<file path="src/rtl/pipeline_ctrl_pkg.sv">
// pipeline_ctrl_pkg: shared state/command encodings and defaults for the pipeline run controller
package pipeline_ctrl_pkg;

    typedef enum logic [2:0] {
        IDLE   = 3'd0,
        RUN    = 3'd1,
        STEP   = 3'd2,
        DRAIN  = 3'd3,
        HALTED = 3'd4
    } state_t;

    typedef enum logic [1:0] {
        CMD_NOP  = 2'b00,
        CMD_RUN  = 2'b01,
        CMD_STEP = 2'b10,
        CMD_STOP = 2'b11
    } cmd_t;

    localparam int N_STAGES_DEF = 5;

endpackage

</file>
<file path="src/rtl/sat_counter.sv">
// sat_counter: up-counter with increment enable, synchronous clear and saturation at all-ones
module sat_counter #(
    parameter int W = 32
) (
    input  logic         clk,
    input  logic         clr,
    input  logic         en,
    output logic [W-1:0] count
);

    // clear wins; otherwise count enabled cycles and hold at all-ones
    always_ff @(posedge clk)
        if (clr)
            count <= '0;
        else if (en && count != '1)
            count <= count + W'(1);

endmodule

</file>
<file path="src/rtl/pipeline_run_controller.sv">
// pipeline_run_controller: run/step/stop sequencing, load-use bubbles and halt drain for a MIPS pipeline
// Optional executed-cycle counter is built only when PIPELINE_CYCLE_COUNTER_EN is defined.
module pipeline_run_controller
    import pipeline_ctrl_pkg::*;
#(
    parameter int N_STAGES     = N_STAGES_DEF,
    parameter int NB_CYCLE_CNT = 32,
    parameter int NB_CMD       = 2
) (
    input  logic                    i_clock,
    input  logic                    i_reset,
    input  logic                    i_cmd_valid,
    input  logic [NB_CMD-1:0]       i_cmd,
    output logic                    o_cmd_ready,
    input  logic                    i_halt_detected,
    input  logic                    i_load_use_hazard,
    output logic                    o_pc_enb,
    output logic                    o_if_id_enb,
    output logic                    o_pipe_enb,
    output logic                    o_id_ex_flush,
    output logic [2:0]              o_state,
    output logic                    o_done,
    output logic [NB_CYCLE_CNT-1:0] o_cycle_count
);

    localparam int NB_DRAIN = $clog2(N_STAGES);
    localparam logic [NB_DRAIN-1:0] DRAIN_LOAD = NB_DRAIN'(N_STAGES - 2);

    state_t              state, next_state;
    logic [NB_DRAIN-1:0] drain_cnt;
    logic                active;
    logic                accept;
    logic                halt;

    assign active  = state == RUN || state == STEP;
    assign accept  = i_cmd_valid && o_cmd_ready;
    // a halt stalled behind a load-use bubble waits until the bubble clears
    assign halt    = active && i_halt_detected && !i_load_use_hazard;
    assign o_state = state;

    // state, drain countdown and registered done pulse
    always_ff @(posedge i_clock)
        if (i_reset) begin
            state     <= IDLE;
            drain_cnt <= '0;
            o_done    <= 1'b0;
        end else begin
            state     <= next_state;
            drain_cnt <= halt ? DRAIN_LOAD : (state == DRAIN ? drain_cnt - NB_DRAIN'(1) : drain_cnt);
            o_done    <= (state == STEP && next_state == IDLE) || (state != HALTED && next_state == HALTED);
        end

    // next-state selection; halt beats a simultaneous STOP
    always_comb begin
        next_state = state;
        case (state)
            IDLE:
                if (accept && i_cmd == NB_CMD'(CMD_RUN))
                    next_state = RUN;
                else if (accept && i_cmd == NB_CMD'(CMD_STEP))
                    next_state = STEP;
            RUN:
                if (halt)
                    next_state = DRAIN;
                else if (accept && i_cmd == NB_CMD'(CMD_STOP))
                    next_state = IDLE;
            STEP:
                next_state = halt ? DRAIN : IDLE;
            DRAIN:
                if (drain_cnt == NB_DRAIN'(1))
                    next_state = HALTED;
            HALTED:
                next_state = HALTED;
            default:
                next_state = IDLE;
        endcase
    end

    // enables follow state and the live hazard input; drain keeps pushing bubbles
    always_comb begin
        o_pc_enb      = active && !i_load_use_hazard;
        o_if_id_enb   = active && !i_load_use_hazard;
        o_pipe_enb    = active || state == DRAIN;
        o_id_ex_flush = (active && i_load_use_hazard) || state == DRAIN;
        o_cmd_ready   = state == IDLE || state == RUN || state == HALTED;
    end

`ifdef PIPELINE_CYCLE_COUNTER_EN
    sat_counter #(.W(NB_CYCLE_CNT)) u_cycle_cnt (
        .clk   (i_clock),
        .clr   (i_reset),
        .en    (o_pipe_enb),
        .count (o_cycle_count)
    );
`else
    assign o_cycle_count = '0;
`endif

endmodule

</file>
<file path="config.mk">
export PLATFORM = sky130hd
export DESIGN_NAME = pipeline_run_controller
export DESIGN_NICKNAME = d
export VERILOG_FILES = /design/src/rtl/pipeline_ctrl_pkg.sv /design/src/rtl/sat_counter.sv /design/src/rtl/pipeline_run_controller.sv
export SDC_FILE = /design/constraint.sdc
export NUM_CORES = 1
export LEC_CHECK = 0
export ABC_CLOCK_PERIOD_IN_PS = 1500
export CAP_MARGIN = 20
export CELL_PAD_IN_SITES_DETAIL_PLACEMENT = 0
export CELL_PAD_IN_SITES_GLOBAL_PLACEMENT = 1
export CORE_UTILIZATION = 25
export CTS_CLUSTER_DIAMETER = 120
export DETAILED_ROUTE_END_ITERATION = 7
export MAX_ROUTING_LAYER = met4
export PLACE_DENSITY = 0.78
export SYNTH_ARGS = -nofsm -noshare
export SYNTH_HDL_FRONTEND = slang
export SYNTH_SLANG_ARGS = --single-unit
</file>
<file path="constraint.sdc">
create_clock -name i_clock -period 1.5 [get_ports i_clock]
set_input_delay 0.225 -clock i_clock [delete_from_list [all_inputs] [get_ports i_clock]]
set_output_delay 0.225 -clock i_clock [all_outputs]
set_load 0.01 [all_outputs]
</file>
==> run_results.csv, run 1 <==
group,metric,value,unit
outcome,status,"finished with violations",
outcome,violations,"DRC",
worst_hold_path,holdPathStages,5,
power,power_switching,206,uW
layout,final_area,898,sq um
power,internal_power,393,uW
timing,slew_violations,0,
critical_path,cp.required,1270,ps
critical_path,reg2reg_from,"o_state[0]",
global_routing,grt_max_degree,11,
power,netSwitchingFraction,34.4,%
worst_hold_path,worst_hold_startpoint,"i_load_use_hazard",
layout,final_common_cell,"conb_1",
route,wl,1320,um
place,hpwlAfterDp,1070,um
power,p_per_area,667,mW/mm^2
global_routing,grt_pass1_wl,2160,um
power,power.total,599,uW
layout,diodes,0,
timing,fin_crit_sh,98.4,%
timing,timing.fmax,0.678,GHz
floorplanning,die_w,57.3,um
clock_tree,cts_root_buf,"clkbuf_4",
route,avgViaCountPerCell,3.99,
floorplanning,initial_utilization,27.0,%
floorplanning,dieArea,0.00328,sq mm
power,seqPwrFrac,34.8,%
clock_tree,tritoncts,"yes",
clock_tree,cts_setup_buffers,0,
floorplanning,core_area,0.00283,sq mm
critical_path,rr_endpoint,"o_state[1]",
timing,hold_viol_final,0,
critical_path,cpLargestDelayFamily,"flip-flops",
global_routing,gr-total-overflow,0,
clock_tree,ctsLongestPathBuffers,2,
route,first_iter_violations,18,
critical_path,cp-endpoint,"o_if_id_enb",
global_routing,grt_pass1_vias,494,
route,drc,7,
power,total_leakage_power,0.000462,uW
critical_path,crit_path_max_incr_delay,370,ps
layout,nFillCells,299,
layout,layout-drive-gt1-share,23.2,%
power,ir_drop,0.161,mV
yosys,netlist_instances,87,
clock_tree,numCtsBuffers,3,
timing,setup_viol,0,
layout,regArea,148,sq um
job,max-cap-violations,0,
critical_path,worstPathMaxFanout,4,
yosys,ys_warn_count,0,
critical_path,crit_buf_inv,1,
layout,area_growth,17.7,%
critical_path,slowest_stage,"dfxtp_4",
timing,grt_setup_unrepaired,"true",
yosys,synth_edf_count,0,
critical_path,crit_cells,3,
yosys,synth.distinct_cells,32,
route,avgRoutedWirePerCell,9.20,um
clock_tree,cts_hold_buf,0,
layout,fin_util,31.8,%
critical_path,start_kind,"register",
worst_hold_path,worstHoldPathType,"in2reg",
clock_tree,cts.sinks,7,
layout,multi_input_area,449,sq um
critical_path,crit_start,"o_state[1]",
yosys,netlist_area,763,sq um
floorplanning,rows,19,
critical_path,ff2ff_path_depth,4,
place,portBuffers,15,
floorplanning,die_h,57.3,um
global_routing,grt_usage,9.06,%
timing,fin_skew,4.16,ps
timing,tns,0,ps
global_routing,antenna_found_initial,0,
critical_path,rrSetupSlack,170,ps
place,post_dp_cell_area,867,sq um
layout,layout_common_cells,"32 x conb_1, 11 x buf_4, 7 x dlygate4sd2_1",
critical_path,cp-end-kind,"output pin",
route,first_pass_iters,7,
yosys,seq_area_frac_synth,18.4,%
clock_tree,ctsHtreeMaxLevel,1,
clock_tree,clk_pin_slew,60,ps
yosys,syn_area_per_cell,8.77,sq um
power,clkPwrFrac,30.1,%
power,pwr-share-comb,35.1,%
yosys,ys.flop_type,"dfxtp_1",
floorplanning,io_pins,48,
route,route.antenna.remaining_nets,0,
yosys,ys_async_sr_fraction,0,%
yosys,synth-seq-cells,7,
layout,final_nets,122,
clock_tree,clock_latency,260,ps
clock_tree,cts_resized,16,
route,vias,570,
critical_path,crit_arrival,1250,ps
critical_path,path_cells,"xor2_4 > and2_2 > dlygate4sd2_1",
critical_path,crit_type,"reg2out",
timing,fin_crit,1480,ps
place,routabilityCongestion,0.758,
-- area by class of cell --
| type | count | share of cell area, % |
|---|---|---|
| Tap cell | 31 | 4.32 |
| Clock buffer | 4 | 2.92 |
| Multi-Input combinational cell | 72 | 50.0 |
| Timing Repair Buffer | 26 | 25.1 |
| Sequential cell | 7 | 16.4 |
| Inverter | 3 | 1.25 |
-- worst min-delay path by stage --
| stage | slack (ps) | to |
|---|---|---|
| final | 610 | drain_cnt[1] |
| after global routing | 640 | drain_cnt[1] |
| after detailed placement | 610 | drain_cnt[2] |
| after CTS | 610 | drain_cnt[1] |
| after global placement | 580 | drain_cnt[1] |
| after floorplan | 290 | drain_cnt[0] |
-- logic make-up (layout without fill, tap and decap cells) --
| kind of cell | count (synthesis) | after routing | share of synthesized area (%) |
|---|---|---|---|
| other | 1 | 32 | 0.491 |
| AND/OR/NAND/NOR | 22 | 22 | 19.7 |
| flip-flops | 7 | 7 | 18.4 |
| multiplexers | 1 | 1 | 1.48 |
| AO/OA/AOI/OAI | 12 | 12 | 12.1 |
| buffers and inverters | 39 | 33 | 38.7 |
| XOR/XNOR | 3 | 3 | 5.90 |
| adder cells (fa/ha/maj) | 2 | 2 | 3.28 |
-- power groups by stage --
stage	registers, uW	clock network (uW)	logic, uW
after global routing	210	198	234
after global placement	212	0	215
after floorplan	212	0	190
after detailed placement	213	0	220
after CTS	209	185	208
final	208	180	210
-- metrics by stage --
stage               worst slack (ps)  hold WS [ps]  std cells
finish                          24.5           615        143
global placement                -276           582        139
detailed placement              -277           612        139
CTS                             14.4           611        143
global route                   -15.6           638        143
floorplan                        141           294        118
-- worst reg2reg max path, cell delays in order, from the launching register on --
cell       delay, ps
dfxtp_4          370
buf_4            170
nor3b_1          240
a211oi_2          90
a2111oi_2        350
-- synthesized netlist by cell type, drive strengths merged (2+ instances only) --
library cell | instances | area, sq um
o21ai | 2 | 10.0
buf | 35 | 270
a21oi | 4 | 20.0
and2 | 2 | 13.8
and3b | 3 | 26.3
xnor2 | 2 | 17.5
ha | 2 | 25.0
inv | 3 | 11.3
nand3 | 3 | 20.0
dfxtp | 7 | 140
a31oi | 2 | 12.5
nor2 | 6 | 22.5
-- registers in the layout (all words and copies together) (netlist names) --
name and flops:
drain_cnt 3, o_state 3, o_done 1
-- layer usage --
layer / up-vias / global-route usage (%) / wire length [um]
li1: 278 / - / -
met1: 252 / 9.60 / 556
met2: 38 / 14.6 / 622
met3: 2 / 3.17 / 117
met4: 0 / 5.23 / 19
met5: - / - / 0
No activity file was read; power rests on OpenSTA's default activity.
==> run 2, diff against run 1 <==
--- a/config.mk
+++ b/config.mk
@@ -5,10 +5,10 @@
 export SDC_FILE = /design/constraint.sdc
 export NUM_CORES = 1
 export LEC_CHECK = 0
-export ABC_CLOCK_PERIOD_IN_PS = 1500
 export CAP_MARGIN = 20
 export CELL_PAD_IN_SITES_DETAIL_PLACEMENT = 0
 export CELL_PAD_IN_SITES_GLOBAL_PLACEMENT = 1
+export CORE_MARGIN = 2
 export CORE_UTILIZATION = 25
 export CTS_CLUSTER_DIAMETER = 120
 export DETAILED_ROUTE_END_ITERATION = 7
==> constraint.sdc (replaced) <==
create_clock -name i_clock -period 1.4 [get_ports i_clock]
set_input_delay 0.21 -clock i_clock [delete_from_list [all_inputs] [get_ports i_clock]]
set_output_delay 0.21 -clock i_clock [all_outputs]
set_load 0.01 [all_outputs]
==> run 2 against run 1 <==
  * The run now ends clean
  * Via count fell by 1.6%
  * Largest power group unchanged
  * Cell count rose by 3.5%
  * Sequential power rose by 8%
==> run_results.csv, run 2 (synthesized netlist as in run 1, its figures left out) <==
group,metric,value,unit
critical_path,start_kind,"register",
global_routing,grt_max_degree,11,
timing,grt_setup_unrepaired,"true",
floorplanning,core_area,0.00298,sq mm
power,ir_drop,0.275,mV
clock_tree,ctsLongestPathBuffers,2,
critical_path,ff2ff_path_depth,5,
route,wl,1320,um
clock_tree,numCtsBuffers,3,
clock_tree,clk_pin_slew,60,ps
clock_tree,cts_hold_buf,0,
timing,fin_crit,1360,ps
route,drc,0,
clock_tree,tritoncts,"yes",
layout,final_nets,125,
critical_path,crit_type,"reg2out",
critical_path,worstPathMaxFanout,4,
floorplanning,dieArea,0.00351,sq mm
global_routing,gr-total-overflow,0,
floorplanning,die_h,59.3,um
worst_hold_path,worstHoldPathType,"reg2reg",
global_routing,grt_pass1_wl,2070,um
place,portBuffers,15,
worst_hold_path,holdPathStages,3,
timing,fin_crit_sh,97.5,%
layout,diodes,0,
route,vias,561,
clock_tree,ctsHtreeMaxLevel,1,
place,hpwlAfterDp,1090,um
power,power.total,655,uW
timing,timing.fmax,0.733,GHz
critical_path,rrSetupSlack,90,ps
timing,fin_skew,6.77,ps
clock_tree,clock_latency,260,ps
job,max-cap-violations,0,
route,avgRoutedWirePerCell,8.93,um
global_routing,grt_pass1_vias,478,
floorplanning,die_w,59.3,um
floorplanning,rows,20,
layout,layout_common_cells,"32 x conb_1, 12 x buf_4, 7 x clkdlybuf4s50_1",
power,pwr-share-comb,37.2,%
power,netSwitchingFraction,33.3,%
route,avgViaCountPerCell,3.79,
layout,area_growth,23.4,%
route,first_pass_iters,3,
critical_path,cp.required,1190,ps
power,clkPwrFrac,28.6,%
floorplanning,initial_utilization,25.6,%
timing,setup_viol,0,
place,routabilityCongestion,0.713,
critical_path,cp-end-kind,"output pin",
clock_tree,cts.sinks,7,
critical_path,crit_arrival,1150,ps
timing,hold_viol_final,0,
outcome,status,"completed",
power,p_per_area,695,mW/mm^2
route,first_iter_violations,8,
layout,layout-drive-gt1-share,27.0,%
global_routing,antenna_found_initial,0,
global_routing,grt_usage,8.21,%
power,power_switching,218,uW
timing,tns,0,ps
route,route.antenna.remaining_nets,0,
floorplanning,io_pins,48,
layout,final_common_cell,"conb_1",
clock_tree,cts_root_buf,"clkbuf_4",
power,total_leakage_power,0.000481,uW
power,seqPwrFrac,34.3,%
timing,slew_violations,0,
power,internal_power,437,uW
[run 2: metal layers]
metal | share of wire (%) | vias to the layer above | track usage (%) | routed length, um
li1 | - | 283 | - | -
met1 | 40 | 255 | 9.43 | 523
met2 | 52 | 23 | 12.4 | 687
met3 | 8.3 | 0 | 4.59 | 110
met4 | 0 | 0 | 1.95 | 0
met5 | 0 | - | - | 0
[run 2: repair_timing]
action	4_1_cts	5_1_grt
setup endpoints to repair	10	4
setup buffers	3	0
gates resized for setup	26	3
pin swaps	0	1
[run 2: worst max-delay path, stage by stage, from the launching register on]
cell and delay, ps:
dfxtp_4 360, buf_4 150, buf_4 120, dlygate4sd2_1 270
[run 2: worst paths after layout]
check | startpoint | to
hold / removal | drain_cnt[1] | drain_cnt[1]
setup / recovery | o_state[1] | o_state[1]
hold reg to reg | drain_cnt[1] | drain_cnt[1]
setup reg to reg | o_state[2] | drain_cnt[1]
[run 2: power groups by stage]
stage | clock, uW | sequential [uW] | combinational [uW]
after detailed placement | 0 | 231 | 227
after global placement | 0 | 231 | 223
after floorplan | 0 | 227 | 203
after CTS | 194 | 223 | 241
final | 187 | 224 | 243
after global routing | 209 | 226 | 268
[run 2: area by class of cell]
cell class / count / area (sq um)
repair buffers: 29 / 264
inverters: 3 / 11.3
flip-flops and latches: 7 / 149
well taps: 33 / 41.3
multi-input cells: 72 / 450
clock buffers: 4 / 26.3
fillers: 313 / 2040
[run 2: metrics by stage]
| step | setup WS [ps] | utilization, % | hold slack (ps) | instances | area [sq um] |
|---|---|---|---|---|---|
| final | 35.3 | 31.6 | 608 | 148 | 942 |
| after detailed placement | -330 | 29.2 | 606 | 141 | 870 |
| after CTS | 12.2 | 31.3 | 613 | 148 | 932 |
| after global routing | -2.76 | 31.6 | 644 | 148 | 942 |
| after floorplan | 56.2 | - | 279 | 118 | 880 |
| after global placement | -298 | 29.2 | 587 | 141 | 870 |
==> run 3, diff against run 2 <==
--- a/config.mk
+++ b/config.mk
@@ -8,12 +8,12 @@
 export CAP_MARGIN = 20
 export CELL_PAD_IN_SITES_DETAIL_PLACEMENT = 0
 export CELL_PAD_IN_SITES_GLOBAL_PLACEMENT = 1
-export CORE_MARGIN = 2
 export CORE_UTILIZATION = 25
 export CTS_CLUSTER_DIAMETER = 120
 export DETAILED_ROUTE_END_ITERATION = 7
 export MAX_ROUTING_LAYER = met4
 export PLACE_DENSITY = 0.78
+export RECOVER_POWER = 25
 export SYNTH_ARGS = -nofsm -noshare
 export SYNTH_HDL_FRONTEND = slang
 export SYNTH_SLANG_ARGS = --single-unit
==> run 3 against run 2 <==
  * Critical path type is now reg2reg
  * Maximum frequency grew 3.6%
  * Hold slack worse by 20 ps
  * Cell count down 1.4%
  * Utilization is 0.29 points higher
  * Routed wire length up 2.3%
  * Non-clock buffer count unchanged
  * Sequential cell count unchanged
  * Sequential power barely moved
  * Largest power group unchanged
  * Count of clock-buffer cells in the layout is 1 lower
  * Clock skew decreased by 4.7 ps
  * Global-route usage rose by 0.90 points
  * First-iteration DRC count rose to 3.4 times the previous value
  * The flow now finishes with violations (DRC)
==> run_results.csv, run 3 (synthesized netlist as in run 1, its figures left out) <==
group,metric,value,unit
timing,whs,588,ps
layout,diodes,0,
floorplanning,initial_utilization,27.0,%
timing,fin_crit,1320,ps
layout,final_area,903,sq um
outcome,status,"finished with violations",
place,post_dp_cell_area,882,sq um
timing,grt_setup_unrepaired,"false",
route,first_iter_violations,27,
critical_path,start_kind,"register",
critical_path,crit_path_max_incr_delay,360,ps
power,p_per_area,706,mW/mm^2
critical_path,slowest_stage,"dfxtp_4",
place,hpwlAfterDp,1090,um
route,wl,1350,um
clock_tree,ctsLongestPathBuffers,2,
layout,multi_input_area,449,sq um
timing,tns,0,ps
global_routing,grt_pass1_wl,2190,um
place,portBuffers,15,
route,avgRoutedWirePerCell,9.25,um
timing,slew_violations,0,
clock_tree,ctsHtreeMaxLevel,1,
route,avgViaCountPerCell,3.86,
floorplanning,die_w,57.3,um
critical_path,path_common_cell,"buf_4",
place,routabilityCongestion,0.764,
power,total_leakage_power,0.000472,uW
clock_tree,cts.sinks,7,
floorplanning,rows,19,
clock_tree,numCtsBuffers,3,
global_routing,gr-total-overflow,0,
clock_tree,clk_pin_slew,50,ps
timing,timing.fmax,0.759,GHz
power,ir_drop,0.301,mV
route,first_pass_iters,7,
layout,final_nets,125,
floorplanning,core_area,0.00283,sq mm
clock_tree,tritoncts,"yes",
timing,fin_skew,2.06,ps
layout,layout-drive-gt1-share,29.6,%
floorplanning,die_h,57.3,um
route,route.antenna.remaining_nets,0,
floorplanning,io_pins,48,
clock_tree,cts_root_buf,"clkbuf_4",
clock_tree,clock_latency,260,ps
critical_path,cp.required,1540,ps
layout,nFillCells,299,
route,drc,7,
global_routing,antenna_found_initial,0,
critical_path,crit_type,"reg2reg",
layout,final_common_cell,"conb_1",
critical_path,path_cells,"buf_4 > buf_4 > inv_1 > a211oi_2 > a2111oi_2",
job,max-cap-violations,0,
worst_hold_path,worstHoldPathType,"in2reg",
layout,area_growth,18.4,%
route,vias,563,
clock_tree,cts_hold_buf,0,
critical_path,crit_arrival,1460,ps
outcome,violations,"DRC",
global_routing,grt_max_degree,10,
timing,hold_viol_final,0,
layout,layout_common_cells,"32 x conb_1, 13 x buf_4, 6 x clkdlybuf4s50_1",
global_routing,grt_usage,9.11,%
floorplanning,dieArea,0.00328,sq mm
critical_path,cp-end-kind,"register",
critical_path,worstPathMaxFanout,6,
layout,fin_util,31.9,%
layout,regArea,148,sq um
timing,setup_viol,0,
global_routing,grt_pass1_vias,492,
timing,fin_crit_sh,94.1,%
run 3: cell types whose count changed in the layout (fill, tap and decap cells not counted), sizes merged:
cell / delta
buf: +1
clkdlybuf4s15: -1
clkdlybuf4s50: -1
clkinv: +1
run 3: what timing repair did:
item                                   in CTS  in global routing
cloned                                      0                  0
pin swaps                                   1                  0
resized for setup                          31                  1
endpoints found under the hold margin       0                  0
setup endpoints to repair                   9                  1
buffers inserted                            1                  0
run 3: final timing paths:
| check | slack, ps | end | cells after the start | from |
|---|---|---|---|---|
| worst max-delay path | 80 | o_state[1] | 5 | o_state[1] |
| worst min-delay path | 590 | drain_cnt[1] | 5 | i_load_use_hazard |
| worst max register to register | 80 | o_state[1] | 5 | o_state[1] |
| worst min register to register | 600 | drain_cnt[1] | 3 | drain_cnt[1] |
run 3: final cells by class:
cell class	instances	area share, %
Inverter	3	1.25
Sequential cell	7	16.3
Tap cell	31	4.29
Clock buffer	3	2.49
Clock inverter	1	0.554
Multi-Input combinational cell	72	49.7
Timing Repair Buffer	29	25.3
run 3: routing by layer:
| layer | track usage (%) | wire length (um) |
|---|---|---|
| met2 | 15.5 | 654 |
| met3 | 4.76 | 156 |
| met5 | - | 0 |
| met1 | 9.74 | 540 |
| met4 | 1.05 | 0 |
run 3: where the power goes:
group	internal, uW	switching [uW]	leakage (uW)
sequential	210	13.2	0.0000583
combinational	102	126	0.000396
clock	105	81.9	0.0000177
total	417	221	0.000472
run 3: worst max-delay path: cells and delay by family (launching register included):
| family | cells | cell delay, ps |
|---|---|---|
| DFF | 1 | 360 |
| buffers and inverters | 3 | 430 |
| AOI/OAI and AO/OA | 2 | 410 |
run 3: through the flow:
step	power, uW	instances	setup slack (ps)
after detailed placement	465	141	-317
final	638	146	82.6
after global routing	690	146	12.7
after floorplan	430	118	56.2
after CTS	651	146	28.9
after global placement	460	141	-329
